===== config.mk =====
export PLATFORM = sky130hd
export DESIGN_NAME = cla16_sum_pipe
export DESIGN_NICKNAME = d
export VERILOG_FILES = /design/src/rtl/cla16_sum_pipe.sv
export SDC_FILE = /design/constraint.sdc
export NUM_CORES = 1
export LEC_CHECK = 0
export CAP_MARGIN = 15
export CORE_MARGIN = 1
export CORE_UTILIZATION = 44
export DETAILED_ROUTE_END_ITERATION = 10
export PLACE_DENSITY = 0.85
export RECOVER_POWER = 25
export SETUP_SLACK_MARGIN = 0.15
export SLEW_MARGIN = 0
export SYNTH_ARGS = -nofsm -noshare
export SYNTH_HDL_FRONTEND = slang
export SYNTH_SLANG_ARGS = --single-unit

===== constraint.sdc =====
create_clock -name clk -period 2.4 [get_ports clk]
set_clock_uncertainty 0.05 [all_clocks]
set_input_delay 0.6 -clock clk [delete_from_list [all_inputs] [get_ports clk]]
set_output_delay 0.6 -clock clk [all_outputs]
set_load 0.1 [all_outputs]

===== src/rtl/cla16_sum_pipe.sv =====
`timescale 1ns/1ps
// cla16_sum_pipe: two-stage pipelined 16-bit carry-lookahead sum with valid/ready handshake.
// Ports:
//   clk, rst           clock and asynchronous active-high reset
//   in_valid/in_ready  upstream handshake for the P/G word
//   P, G               per-bit propagate (A|B) and generate (A&B)
//   Pgrp, Ggrp         4-bit group propagate/generate, bit k covers bits 4k..4k+3
//   cin                carry into bit 0
//   S, cout            registered sum and carry out of bit 15
//   out_valid/out_ready downstream handshake for the result
//   xfer_cnt           wrapping count of results accepted downstream
module cla16_sum_pipe (
   input  logic        clk,
   input  logic        rst,
   input  logic        in_valid,
   output logic        in_ready,
   input  logic [15:0] P,
   input  logic [15:0] G,
   input  logic [3:0]  Pgrp,
   input  logic [3:0]  Ggrp,
   input  logic        cin,
   output logic [15:0] S,
   output logic        cout,
   output logic        out_valid,
   input  logic        out_ready,
   output logic [15:0] xfer_cnt
);
   logic        v1, v2, adv;
   logic [15:0] p1, g1, c;
   logic [4:0]  cg, c1;
   assign adv       = ~v2 | out_ready;
   // stage 1 may refill while stage 2 stalls as long as stage 1 is empty
   assign in_ready  = ~v1 | adv;
   assign out_valid = v2;
   // group carries C0, C4, C8, C12, C16 from the lookahead inputs
   always_comb begin
      cg[0] = cin;
      for (int k = 0; k < 4; k++)
         cg[k+1] = Ggrp[k] | (Pgrp[k] & cg[k]);
   end
   // per-bit carries: each group ripples from its registered group carry
   always_comb begin
      c = '0;
      for (int k = 0; k < 4; k++) begin
         c[4*k] = c1[k];
         for (int j = 1; j < 4; j++)
            c[4*k+j] = g1[4*k+j-1] | (p1[4*k+j-1] & c[4*k+j-1]);
      end
   end
   always_ff @(posedge clk or posedge rst) begin
      if (rst) begin
         v1 <= 1'b0;
         p1 <= '0;
         g1 <= '0;
         c1 <= '0;
      end else if (in_ready) begin
         v1 <= in_valid;
         p1 <= P;
         g1 <= G;
         c1 <= cg;
      end
   end
   always_ff @(posedge clk or posedge rst) begin
      if (rst) begin
         v2   <= 1'b0;
         S    <= '0;
         cout <= 1'b0;
      end else if (adv) begin
         v2   <= v1;
         S    <= (p1 & ~g1) ^ c;
         cout <= c1[4];
      end
   end
   always_ff @(posedge clk or posedge rst) begin
      if (rst) xfer_cnt <= '0;
      else if (v2 && out_ready) xfer_cnt <= xfer_cnt + 16'd1;
   end
endmodule

==> flow_metrics.env <==
export IMPL_dp_hpwl_um=4235
export IMPL_async_flop_share_pct=100.0
export IMPL_startpoint_type="input port"
export IMPL_clockPowerShare_pct=19.4
export IMPL_drt_iter0_drc=57
export IMPL_worstHoldStart="xfer_cnt[15]"
export IMPL_swShare_pct=43.43
export IMPL_cts_sinks=72
export IMPL_cts_tree="done"
export IMPL_ys_types=27
export IMPL_worst_slack_ps=255.8
export IMPL_slew_violations=0
export IMPL_antenna_found_initial=0
export IMPL_syn_avg_cell_area_um2=12.30
export IMPL_grt_max_degree=42
export IMPL_ir_worst_vdd_mv=0.4356
export IMPL_detail_route_wl_per_cell_um=13.19
export IMPL_drc_errors=0
export IMPL_cp_arrival_ps=1490
export IMPL_std_cell_rows=30
export IMPL_mappedNetlistArea_um2=3112
export IMPL_seq_power_share_pct=40.0
export IMPL_clk_path_buf_depth=2
export IMPL_htreeDepth=3
export IMPL_synth_edf_count=0
export IMPL_slew_headroom_pct=20.56
export IMPL_start_util_pct=45.80
export IMPL_grt_use_total_pct=17.85
export IMPL_gp_congestion=0.7538
export IMPL_die_w_um=86.10
export IMPL_multi_input_area_um2=1265
export IMPL_hold_buffers=0
export IMPL_status="completed"
export IMPL_nets=387
export IMPL_final_layout_size_suffix_gt1_share_pct=27.03
export IMPL_leakagePower_nw=1.773
export IMPL_r2r_end="xfer_cnt[14]"
export IMPL_port_buffers=79
export IMPL_syn_inst=253
export IMPL_area_growth_pct=33.45
export IMPL_grt_pass1_vias=2210
export IMPL_hold_end="xfer_cnt[15]"
export IMPL_ys_flop_type="dfrtp_1"
export IMPL_nFillCells=580
export IMPL_power_switching_w=0.001688
export IMPL_clock_latency_ps=340
export IMPL_ios=80
export IMPL_period_share_pct=89.34
export IMPL_die_y_um=86.10
export IMPL_ys_ff_latch=72
export IMPL_fin_crit_ps=2144
export IMPL_synth_top_area_share_pct=57.90
export IMPL_regArea_um2=1803
export IMPL_crit_path_max_fanout=2
export IMPL_cts_root_buf="clkbuf_8"
export IMPL_fmax_mhz=466.4
export IMPL_vias_per_cell=4.923
export IMPL_dp_slack_ps=180.2
export IMPL_n_antenna_cell=0
export IMPL_grt_pass1_wl_um=10010
export IMPL_p_int_w=0.002199
export IMPL_vias=2166
export IMPL_crit_required_ps=1750
export IMPL_wl_um=5802
export IMPL_pwr_share_comb_pct=40.6
export IMPL_drt_pass1_iter_count=4
export IMPL_whs_path_depth=1
export IMPL_cts_resized=0
export IMPL_hold_viol=0
export IMPL_tns_ps=0
export IMPL_synth_most_common_cell="dfrtp_1"
export IMPL_hold_class="register to register"
export IMPL_cap_violations=0
export IMPL_core_area_um2=6794
export IMPL_syn_nets=299
export IMPL_grt_setup_unrepaired="no"
export IMPL_crit_type="input port to output port"
export IMPL_setup_viol_count_final=0
export IMPL_end_kind="output port"
export IMPL_cts_clk_slew_worst_paths_ps=60
export IMPL_numCtsBuffers=9
export IMPL_ys_seq_area_share_pct=57.90
export IMPL_synth_top_area_cell="dfrtp_1"
export IMPL_worst_pin_slew_ps=1185
export IMPL_power_density_nw_per_um2=935.9
export IMPL_globalRouteOverflowTotal=0
export IMPL_synth_warning_count=0
export IMPL_rr_startpoint="xfer_cnt[0]"
export IMPL_r2r_cells=5
export IMPL_ant_nets=0
export IMPL_fp_dieArea_um2=7412
export IMPL_netlist_top_cells_area="dfrtp_1 58%, mux2_2 13%, xnor2_1 7.9%"
export IMPL_r2r_slack_ps=830
export IMPL_synth_common_cells="72 x dfrtp_1, 36 x mux2_2, 28 x xnor2_1"
## cell type report
cell class	count	share of cell area [%]
multi-input cells	171	30.46
inverters	2	0.2109
clock buffers	12	3.254
well taps	96	2.892
repair buffers	85	19.52
clock inverters	2	0.2410
flip-flops and latches	72	43.42
## through the flow
stage	utilization (%)	total power (W)	cells	area [µm²]	hold slack, ps
6_report	61.12	0.003887	440	4153	432.3
5_1_grt	61.12	0.004075	440	4153	455.9
4_1_cts	61.09	0.003931	439	4150	442.7
3_5_place_dp	58.95	0.003170	425	4005	426.7
3_3_place_gp	58.95	0.003138	425	4005	413.0
2_1_floorplan	-	0.002768	253	3117	413.6
## power groups by stage
| stage | logic [W] | registers [W] | clock network, W |
|---|---|---|---|
| detailed placement | 0.00159 | 0.00158 | 0 |
| finish | 0.00158 | 0.00155 | 0.000754 |
| global placement | 0.00157 | 0.00157 | 0 |
| CTS | 0.00159 | 0.00156 | 0.000782 |
| floorplan | 0.000358 | 0.00241 | 0 |
| global route | 0.00166 | 0.00158 | 0.000835 |
## per-layer routing
| layer | routed length, µm | global-route usage [%] | share of wire (%) |
|---|---|---|---|
| met1 | 2561 | 21.01 | 44 |
| met2 | 2873 | 30.52 | 50 |
| met3 | 230 | 4.812 | 4.0 |
| met4 | 137 | 8.030 | 2.4 |
| met5 | 0 | 0 | 0 |
## worst max-delay path, cell delays in order
cell and delay [ps]:
clkdlybuf4s50_1 410, nand3b_1 260, buf_12 220
## placed cells by master, fill, tap and decap left out, types with 2 or more instances in the layout
master,instances
dfrtp_1,71
clkdlybuf4s50_1,43
mux2_2,36
buf_4,36
xnor2_1,28
nand2_1,23
o21ai_0,17
nor2b_1,12
clkbuf_8,9
a21oi_1,8
nor2_1,7
nand2b_1,6
nand4_1,5
a21o_1,5
buf_12,5
nand3_1,4
and2_1,4
a311o_1,4
xor2_1,3
clkbuf_1,3
clkinv_2,2
## kinds of logic (layout without fill, tap and decap cells)
family	after synthesis	after routing	share of synthesized area [%]
flip-flops	72	72	57.90
AO/OA/AOI/OAI	35	35	6.715
buffers and inverters	10	101	1.448
AND/OR/NAND/NOR	68	68	11.78
adder cells (fa/ha/maj)	1	1	0.4020
XOR/XNOR	31	31	8.726
multiplexers	36	36	13.03
## worst max path at each step
stage                            from      endpoint  depth (start not counted)
after floorplan           xfer_cnt[2]  xfer_cnt[15]                          4
after global placement      out_ready      in_ready                          3
after detailed placement    out_ready      in_ready                          3
after CTS                   out_ready      in_ready                          3
after global routing        out_ready      in_ready                          3
final                       out_ready      in_ready                          3
## what timing repair did
item / CTS / global route
endpoints found under the setup margin: 0 / 1
endpoints found under the hold margin: 0 / 0
setup buffers: 0 / 1
## flip-flops by register name (all words and copies together) (netlist names)
register	cells
xfer_cnt	16
g1	16
v1	1
c1	5
cout	1
S	16
out_valid	1
p1	16
No activity file was read; power rests on OpenSTA's default activity.
